`config.mk`:
```
export PLATFORM = sky130hd
export DESIGN_NAME = fetch_pc_ctrl_flat
export DESIGN_NICKNAME = d
export VERILOG_FILES = /design/src/rtl/fetch_pc_ctrl_pkg.sv /design/src/rtl/fetch_pc_ctrl_if.sv /design/src/rtl/fetch_pc_ctrl_next_pc_mux.sv /design/src/rtl/fetch_pc_ctrl.sv /design/src/flat_wrapper.sv
export SDC_FILE = /design/constraint.sdc
export NUM_CORES = 1
export LEC_CHECK = 0
export BUFFER_PORTS_ARGS = -buffer_cell sky130_fd_sc_hd__buf_2
export CORE_ASPECT_RATIO = 0.8
export CORE_MARGIN = 2
export CORE_UTILIZATION = 45
export DETAILED_ROUTE_END_ITERATION = 6
export PLACE_DENSITY_LB_ADDON = 0.05
export SLEW_MARGIN = 20
export SYNTH_ARGS = -nofsm -noshare
export SYNTH_HDL_FRONTEND = slang
export SYNTH_SLANG_ARGS = --single-unit
```
`constraint.sdc`:
```
create_clock -name clk -period 2.2 [get_ports clk]
set_input_delay 0 -clock clk [delete_from_list [all_inputs] [get_ports clk]]
set_output_delay 0 -clock clk [all_outputs]
set_load 0.1 [all_outputs]
```
`src/rtl/fetch_pc_ctrl_pkg.sv`:
```
// Shared constants, FSM encoding and helpers for the fetch PC sequencer.
package fetch_pc_ctrl_pkg;

  localparam int unsigned PC_W = 32;

  localparam logic [PC_W-1:0] RESET_PC_DEF = 32'hBFC0_0000;
  localparam logic [PC_W-1:0] EXC_VEC_DEF  = 32'hBFC0_0380;
  localparam logic [PC_W-1:0] PC_INC_DEF   = 32'd4;

  typedef enum logic {
    ST_RUN     = 1'b0,
    ST_HOLD_BR = 1'b1
  } fetch_state_e;

  function automatic logic pc_misaligned(input logic [PC_W-1:0] pc);
    return pc[1:0] != 2'b00;
  endfunction

endpackage

```
`src/rtl/fetch_pc_ctrl_if.sv`:
```
// Fetch-stage bus: decode/exception redirect inputs and fetch-side outputs.
interface fetch_pc_ctrl_if;
  import fetch_pc_ctrl_pkg::*;

  logic            stall_f;
  logic            id_valid;
  logic            id_is_branch;
  logic            id_take;
  logic [PC_W-1:0] id_target;
  logic            exc_redirect;
  logic [PC_W-1:0] exc_target;
  logic            inst_sram_en;
  logic [PC_W-1:0] pc_f;
  logic            adel_f;
  logic            ds_d;
  logic            redirect_pending;

  modport master (
    output stall_f, id_valid, id_is_branch, id_take, id_target,
           exc_redirect, exc_target,
    input  inst_sram_en, pc_f, adel_f, ds_d, redirect_pending
  );

  modport slave (
    input  stall_f, id_valid, id_is_branch, id_take, id_target,
           exc_redirect, exc_target,
    output inst_sram_en, pc_f, adel_f, ds_d, redirect_pending
  );

endinterface

```
`src/rtl/fetch_pc_ctrl_next_pc_mux.sv`:
```
// Priority mux for the next fetch PC: exception > held target > live branch > hold/increment.
module fetch_pc_ctrl_next_pc_mux
  import fetch_pc_ctrl_pkg::*;
(
  input  logic [PC_W-1:0] pc_i,
  input  logic [PC_W-1:0] pc_inc_i,
  input  logic            stall_i,
  input  logic            exc_redirect_i,
  input  logic [PC_W-1:0] exc_target_i,
  input  logic            hold_release_i,
  input  logic [PC_W-1:0] tgt_i,
  input  logic            br_take_i,
  input  logic [PC_W-1:0] id_target_i,
  output logic [PC_W-1:0] next_pc_o
);

  always_comb begin
    next_pc_o = PC_W'(pc_i + pc_inc_i);
    if (exc_redirect_i) begin
      next_pc_o = exc_target_i;
    end else if (hold_release_i) begin
      next_pc_o = tgt_i;
    end else if (br_take_i) begin
      next_pc_o = id_target_i;
    end else if (stall_i) begin
      next_pc_o = pc_i;
    end
  end

endmodule

```
`src/rtl/fetch_pc_ctrl.sv`:
```
// Fetch PC sequencer: owns the fetch PC, applies branch/exception redirects
// with delay-slot semantics and holds a taken branch across fetch stalls.
module fetch_pc_ctrl
  import fetch_pc_ctrl_pkg::*;
#(
  parameter logic [PC_W-1:0] RESET_PC = RESET_PC_DEF,
  parameter logic [PC_W-1:0] PC_INC   = PC_INC_DEF
) (
  input  logic            clk,
  input  logic            rst,
  fetch_pc_ctrl_if.slave  bus
);

  fetch_state_e    state_q;
  logic [PC_W-1:0] pc_q;
  logic [PC_W-1:0] pc_d;
  logic [PC_W-1:0] tgt_q;
  logic            ds_q;
  logic            en_q;

  logic live_take;
  logic hold_release;
  logic br_take;

  assign live_take    = bus.id_valid & bus.id_is_branch & bus.id_take;
  assign hold_release = (state_q == ST_HOLD_BR) & ~bus.stall_f;
  assign br_take      = (state_q == ST_RUN) & live_take & ~bus.stall_f;

  fetch_pc_ctrl_next_pc_mux u_next_pc_mux (
    .pc_i           (pc_q),
    .pc_inc_i       (PC_INC),
    .stall_i        (bus.stall_f),
    .exc_redirect_i (bus.exc_redirect),
    .exc_target_i   (bus.exc_target),
    .hold_release_i (hold_release),
    .tgt_i          (tgt_q),
    .br_take_i      (br_take),
    .id_target_i    (bus.id_target),
    .next_pc_o      (pc_d)
  );

  // The first edge after reset only enables the SRAM so RESET_PC is actually fetched.
  always_ff @(posedge clk) begin
    if (rst) begin
      state_q <= ST_RUN;
      pc_q    <= RESET_PC;
      tgt_q   <= '0;
      ds_q    <= 1'b0;
      en_q    <= 1'b0;
    end else if (!en_q) begin
      en_q <= 1'b1;
    end else begin
      pc_q <= pc_d;
      if (bus.exc_redirect) begin
        state_q <= ST_RUN;
        tgt_q   <= '0;
        ds_q    <= 1'b0;
      end else begin
        if (!bus.stall_f) begin
          ds_q <= bus.id_valid & bus.id_is_branch;
        end
        unique case (state_q)
          ST_RUN: begin
            if (live_take && bus.stall_f) begin
              tgt_q   <= bus.id_target;
              state_q <= ST_HOLD_BR;
            end
          end
          ST_HOLD_BR: begin
            if (!bus.stall_f) begin
              state_q <= ST_RUN;
            end
          end
          default: state_q <= ST_RUN;
        endcase
      end
    end
  end

  assign bus.inst_sram_en     = en_q;
  assign bus.pc_f             = pc_q;
  assign bus.adel_f           = pc_misaligned(pc_q);
  assign bus.ds_d             = ds_q;
  assign bus.redirect_pending = (state_q == ST_HOLD_BR);

endmodule

```
`src/flat_wrapper.sv`:
```
// flat-port wrapper written by rule: the top's interface ports become plain ports
module fetch_pc_ctrl_flat import fetch_pc_ctrl_pkg::*;
#(
  parameter logic [PC_W-1:0] RESET_PC = RESET_PC_DEF,
  parameter logic [PC_W-1:0] PC_INC   = PC_INC_DEF
)
  (clk, rst, bus_stall_f, bus_id_valid, bus_id_is_branch, bus_id_take, bus_id_target, bus_exc_redirect, bus_exc_target, bus_inst_sram_en, bus_pc_f, bus_adel_f, bus_ds_d, bus_redirect_pending);
  fetch_pc_ctrl_if bus_i ();
  input  logic clk;
  input  logic rst;
  input wire logic [$bits(bus_i.stall_f)-1:0] bus_stall_f;
  input wire logic [$bits(bus_i.id_valid)-1:0] bus_id_valid;
  input wire logic [$bits(bus_i.id_is_branch)-1:0] bus_id_is_branch;
  input wire logic [$bits(bus_i.id_take)-1:0] bus_id_take;
  input wire logic [$bits(bus_i.id_target)-1:0] bus_id_target;
  input wire logic [$bits(bus_i.exc_redirect)-1:0] bus_exc_redirect;
  input wire logic [$bits(bus_i.exc_target)-1:0] bus_exc_target;
  output wire logic [$bits(bus_i.inst_sram_en)-1:0] bus_inst_sram_en;
  output wire logic [$bits(bus_i.pc_f)-1:0] bus_pc_f;
  output wire logic [$bits(bus_i.adel_f)-1:0] bus_adel_f;
  output wire logic [$bits(bus_i.ds_d)-1:0] bus_ds_d;
  output wire logic [$bits(bus_i.redirect_pending)-1:0] bus_redirect_pending;
  assign bus_i.stall_f = bus_stall_f;
  assign bus_i.id_valid = bus_id_valid;
  assign bus_i.id_is_branch = bus_id_is_branch;
  assign bus_i.id_take = bus_id_take;
  assign bus_i.id_target = bus_id_target;
  assign bus_i.exc_redirect = bus_exc_redirect;
  assign bus_i.exc_target = bus_exc_target;
  assign bus_inst_sram_en = bus_i.inst_sram_en;
  assign bus_pc_f = bus_i.pc_f;
  assign bus_adel_f = bus_i.adel_f;
  assign bus_ds_d = bus_i.ds_d;
  assign bus_redirect_pending = bus_i.redirect_pending;
  fetch_pc_ctrl #(.RESET_PC(RESET_PC), .PC_INC(PC_INC)) u_core (.clk(clk), .rst(rst), .bus(bus_i));
endmodule
```
# Word level (Yosys, flattened, before mapping)
# Cells that the tools add are included.
[op_classes] reduce_logical=6 muxes=14 addsub=1 bitwise_logic=7 eq_ne=3
[op_table] operator="32-bit two-way mux" count=7
[op_table] operator="32-bit by 3-bit adder with 32-bit output (second input constant)" count=1
[op_table] operator="1-bit two-way mux" count=6
[op_table] operator="1-bit bitwise AND" count=5
[op_table] operator="4-bit by 1-bit != test with 1-bit output (second input constant)" count=1
[op_table] operator="2-bit AND reduction" count=2
[op_table] operator="2-bit nonzero test" count=2
[op_table] operator="3-bit AND reduction" count=1
[op_table] operator="2-bit by 1-bit != test with 1-bit output (second input constant)" count=1
[op_table] operator="2-bit != test (second input constant)" count=1
[op_table] operator="1-bit NOT" count=2
[op_table] operator="1-bit one-hot mux with 2 select lines" count=1
[op_table] operator="1-bit logical AND" count=1
[totals] output_inout_bits=36 ff_bits=67 wordCells=36

# Depth between registers and ports, before layout
[depth] word_depth=7 depth_mapped=8 ltp_nobuf=6

# By module
# A second synthesis with hierarchy kept.
[unflattened] hier_cells=744 area_unflattened_um2=5684.2
[modules_own_cells] module="fetch_pc_ctrl_next_pc_mux" instances=1 seq_area_each_um2=0.0 cells_each=482 area_each_um2=3116.7
[modules_own_cells] module="fetch_pc_ctrl" instances=1 seq_area_each_um2=1341.3 cells_each=262 area_each_um2=2567.5

# Worst setup path after synthesis
# No wires, ideal clock.
[synth_timing] kind="reg-to-reg" start="register u_core.pc_q[2] (netlist: u_core.bus.pc_f[2])" end="register u_core.pc_q[26] (netlist: u_core.bus.pc_f[26])" path_stages_with_launch=7 n_path_buf=0 period_less_slack_ns=2.882 required_ns=2.077 arrival_ns=2.760 path_slack_ns=-0.682 cell_sequence="dfxtp_1 > ha_1 > nand4_2 > or4_4 > nor4_4 > o21ai_1 > a221o_1"
[synth_between] elab_chain_cells=5
[synth_rtl] item="start: declaration" line_no="fetch_pc_ctrl.sv:15" rtl="logic [PC_W-1:0] pc_q;"
[synth_rtl] item="start signal: assignment" line_no="fetch_pc_ctrl.sv:53" rtl="pc_q <= pc_d;"
[synth_rtl] item="32-bit by 3-bit adder with 32-bit output" line_no="fetch_pc_ctrl_next_pc_mux.sv:18" rtl="next_pc_o = PC_W'(pc_i + pc_inc_i);"
[synth_rtl] item="32-bit two-way mux" line_no="fetch_pc_ctrl_next_pc_mux.sv:25" rtl="end else if (stall_i) begin"
[synth_rtl] item="32-bit two-way mux" line_no="fetch_pc_ctrl_next_pc_mux.sv:23" rtl="end else if (br_take_i) begin"
[synth_rtl] item="32-bit two-way mux" line_no="fetch_pc_ctrl_next_pc_mux.sv:21" rtl="end else if (hold_release_i) begin"
[synth_rtl] item="32-bit two-way mux" line_no="fetch_pc_ctrl_next_pc_mux.sv:19" rtl="if (exc_redirect_i) begin"
# No other way between the ends. The select of a mux whose other input is x is not followed.
# A chain may end at the register's enable or synchronous reset.

# Worst setup path in the final report
[layout_timing] start="register u_core.state_q (netlist: u_core.bus.redirect_pending)" end="register u_core.pc_q[31] (netlist: u_core.bus.pc_f[31])"
[layout_between] elab_chain_cells=6 word_cells_on_any_way=9
[layout_rtl] item="start: declaration" line_no="fetch_pc_ctrl.sv:14" rtl="fetch_state_e state_q;"
[layout_rtl] item="start signal: assignment" line_no="fetch_pc_ctrl.sv:45" rtl="state_q <= ST_RUN;"
[layout_rtl] item="start signal: assignment" line_no="fetch_pc_ctrl.sv:55" rtl="state_q <= ST_RUN;"
[layout_rtl] item="start signal: assignment" line_no="fetch_pc_ctrl.sv:66" rtl="state_q <= ST_HOLD_BR;"
[layout_rtl] item="1-bit NOT" line_no="fetch_pc_ctrl.sv:27" rtl="assign br_take = (state_q == ST_RUN) & live_take & ~bus.stall_f;"
[layout_rtl] item="1-bit bitwise AND (2 in a row)" line_no="fetch_pc_ctrl.sv:27"
[layout_rtl] item="32-bit two-way mux" line_no="fetch_pc_ctrl_next_pc_mux.sv:23"
[layout_rtl] item="32-bit two-way mux" line_no="fetch_pc_ctrl_next_pc_mux.sv:21"
[layout_rtl] item="32-bit two-way mux" line_no="fetch_pc_ctrl_next_pc_mux.sv:19"
# Parallel ways exist; a longest one is shown, timed or not.

==> results.txt <==
----------------------------------------------------
[Drt]
  Total iterations of the first detailed-routing run ... 5
  Post-DR vias/cell ... 6.23
  Final wirelength ... 15500 um
  Drt drc ... 0
  Count of routing violations after the opening detailed-route iteration ... 530
  Number of vias after detailed routing ... 4928
  Antenna Nets Post-Route ... 0
  Average wire per standard cell ... 19.6 um

[Setup path]
  Critical path peak fanout ... 8
  CP Launch Type ... flip-flop
  Cell breakdown of the critical path ... nand4b_1 > nor2_1 > buf_4 > a221oi_1 > o21ai_0 > a211o_1
  Master of the slowest instance on the critical path ... a221oi_1
  WP data required ... 2.45 ns
  Worst path buffer plus inverter count ... 1
  Setup crit end kind ... flip-flop
  Reg2Reg Setup Slack ... approximately 0.21 ns
  Arr. time, crit path ... approximately 2.2 ns
  Critical path class ... flip-flop to flip-flop
  Maximum single-stage delay on the critical path ... 0.62 ns
  Largest delay contributor family on the critical path ... compound AO/OA/AOI/OAI gates

[CTS]
  CTS H-Tree Depth ... 3
  CTS root buffer ... clkbuf_8
  Total number of clock tree sinks ... 67
  Post-CTS clock slew at the launch and capture registers of the worst setup and hold paths ... around 0.08 ns
  Total clock buffers created by CTS ... 9
  Clock tree from TritonCTS ... done
  Number of buffers on the longest clock path ... 2
  CTS-repair resized insts ... 0
  Post-CTS setup-driven buffer insertion count ... 0
  Clock network latency to the later pin of the worst-skew pair ... 0.36 ns

[Timing]
  Final setup violation count ... 0
  Clock Skew ... 0.0125 ns
  Setup slack after layout ... 0.210 ns
  Setup TNS ... 0 ns
  Period utilization ... 90.4%
  Unrepaired setup endpoints after global routing ... false
  Hold Violations, Final ... 0
  Fin Hold WS ... 0.000853 ns
  Final Max Slew Viols ... 0
  Final Critical Period ... 1.99 ns
  Measured slew at the worst slew-check pin ... approximately 0.8 ns
  Peak Freq ... 503 MHz
  Relative max-transition margin ... a little under half

[Die]
  FP Rows ... 30
  Die span in y ... 87.6 um
  Full die area ... 0.00950 mm2
  Starting Density ... a little under half
  Die Wd ... 108 um
  Placeable Area ... 0.00848 mm2
  # IOs ... ~110

[Place]
  Placed wire-length estimate after detailed placement ... 10700 um
  Routability congestion estimate ... 0.966
  Setup slack after placement ... 0.223 ns
  Quantity of I/O buffers inserted on ports ... 106

[Flow run]
  Max-cap violations ... 0

[Power]
  Worst voltage drop across the vdd grid ... 0.398 mV
  Leakage dissipation ... 2.19 nW
  Power after layout ... ~3.3 mW
  Areal power density over the cells ... 612 mW/mm2

[GRT]
  Largest net degree at the start of global routing ... 38
  Initial antenna violation count ... 0
  Via count of the first global-routing pass ... approximately 4500
  First-pass GRT wire length ... about 24000 um
  Final global-route overflow total ... 0
  GRT Total Usage ... 32.8%

[Logic synthesis]
  Most frequent cells after synthesis ... 67 x dfxtp_1, 62 x nand2_1, 53 x nand3_1
  Number of enable flip-flop cells after synthesis ... 0
  Synthesized netlist cell count ... 519
  Ys flop type ... dfxtp_1
  Synth warnings ... 0
  Netlist cell types ... 65
  Library cell occupying the most area in the post-synthesis netlist ... dfxtp_1
  Fraction of the yosys area taken by sequential cells ... 34.1%
  Top cells by area, synth ... dfxtp_1 34%, nand3_1 6.8%, a21oi_1 6.6%
  Share of synthesized registers carrying an async set or reset ... 0%
  Area fraction of the dominant cell type after synthesis ... 34.1%
  Most repeated cell in the gate-level netlist after synthesis ... dfxtp_1
  Mean instance size in the synthesized netlist ... ~7.6 um2
  Mapped cell area ... 0.00393 mm2
  Yosys reg bits ... 67
  Total nets after synthesis ... about 590

[Layout]
  Filler cell count ... 784
  Area growth syn-to-layout ... 38.9%
  Total number of nets in the final design ... between 700 and 800
  Share of layout cells above drive strength 1 ... 28.1%
  Antenna cell count ... 0

[Hold path]
  Path category of the worst min-delay check ... primary input to flip-flop

[Outcome]
  Outcome ... finished, final reports clean

----------------------------------------------------
-- worst register-to-register path, cell delays in order (launching register included) --
cell	delay (ns)
dfxtp_2	0.39
nand4b_1	0.15
nor2_1	0.09
buf_4	0.18
a221oi_1	0.62
o21ai_0	0.20
a211o_1	0.25
-- cell type report --
| cell class | instances | area (um2) | share of cell area, % |
|---|---|---|---|
| clock buffers | 13 | 159 | 2.91 |
| clock inverters | 2 | 35.0 | 0.642 |
| inverters | 10 | 37.5 | 0.688 |
| multi-input cells | 400 | 2400 | 44.1 |
| flip-flops and latches | 67 | 1390 | 25.4 |
| well taps | 112 | 140 | 2.57 |
| repair buffers | 187 | 1290 | 23.7 |
-- through the flow --
step	instance area [um2]	util, %	std cells
floorplan	3990	-	519
global placement	4790	56.5	729
detailed placement	4790	56.5	729
CTS	5460	64.3	791
global route	5460	64.3	791
finish	5460	64.3	791
-- routing by layer --
| layer | up-vias | part of all wire (%) | track usage [%] |
|---|---|---|---|
| met1 | 2316 | 44 | 45.8 |
| met5 | - | 0 | 0 |
| met4 | 0 | 2.3 | 12.8 |
| met2 | 296 | 45 | 50.6 |
| met3 | 35 | 9.2 | 5.65 |
| li1 | 2281 | - | - |
-- kinds of logic after synthesis --
| group | count (synthesis) | synth area share (%) |
|---|---|---|
| and+or+nand+nor | 217 | 28.1 |
| muxes | 5 | 1.31 |
| DFF | 67 | 34.1 |
| xor gates and xnor gates | 6 | 1.34 |
| AOI/OAI and AO/OA | 171 | 29.7 |
| buffers and inverters | 52 | 5.13 |
| adders and majority gates | 1 | 0.318 |
-- final timing paths --
| check | startpoint | to | cells after the start |
|---|---|---|---|
| max | u_core.bus.redirect_pending$_SDFFE_PP0P_ | u_core.bus.pc_f[31]$_SDFFE_PP1P_ | 6 |
| min | bus_exc_target[21] | u_core.bus.pc_f[21]$_SDFFE_PP0P_ | 3 |
| max reg2reg | u_core.bus.redirect_pending$_SDFFE_PP0P_ | u_core.bus.pc_f[31]$_SDFFE_PP1P_ | 6 |
| min reg2reg | u_core.tgt_q[7]$_SDFFE_PP0P_ | u_core.tgt_q[7]$_SDFFE_PP0P_ | 2 |
-- what timing repair did --
item,in CTS,in global routing
endpoints found under the hold margin,46,0
hold buffers,47,0
setup endpoints to repair,0,0
-- where the power goes --
group	leakage [nW]	total (mW)	internal, mW	switching [mW]
logic	1.53	0.905	0.287	0.618
registers	0.555	1.35	1.28	0.0745
clock network	0.0995	1.08	0.579	0.505
-- registers in the layout, summed over array words and instances, names as in the netlist --
register / flops
u_core.bus.pc_f: 32
u_core.tgt_q: 32
u_core.bus.ds_d: 1
u_core.bus.inst_sram_en: 1
u_core.bus.redirect_pending: 1
-- cell usage in the layout, fill, tap and decap left out, types with 5 or more instances in the layout --
cell,n
buf_2,106
nand2_1,62
nand3_1,53
a21oi_1,52
dlygate4sd3_1,47
dfxtp_1,42
nor2_1,35
buf_4,31
dfxtp_2,20
o21ai_0,18
nor3_1,13
a221oi_1,11
clkbuf_8,11
o211ai_1,9
nand4_1,9
or3_1,9
inv_1,8
a22o_1,7
nand2b_1,6
o21ai_1,6
o31ai_1,6
a211oi_1,6
or4_1,5
a31o_1,5
a31oi_1,5
a221o_1,5
o221ai_1,5
dfxtp_4,5
Power figures use the tool's default switching activity.
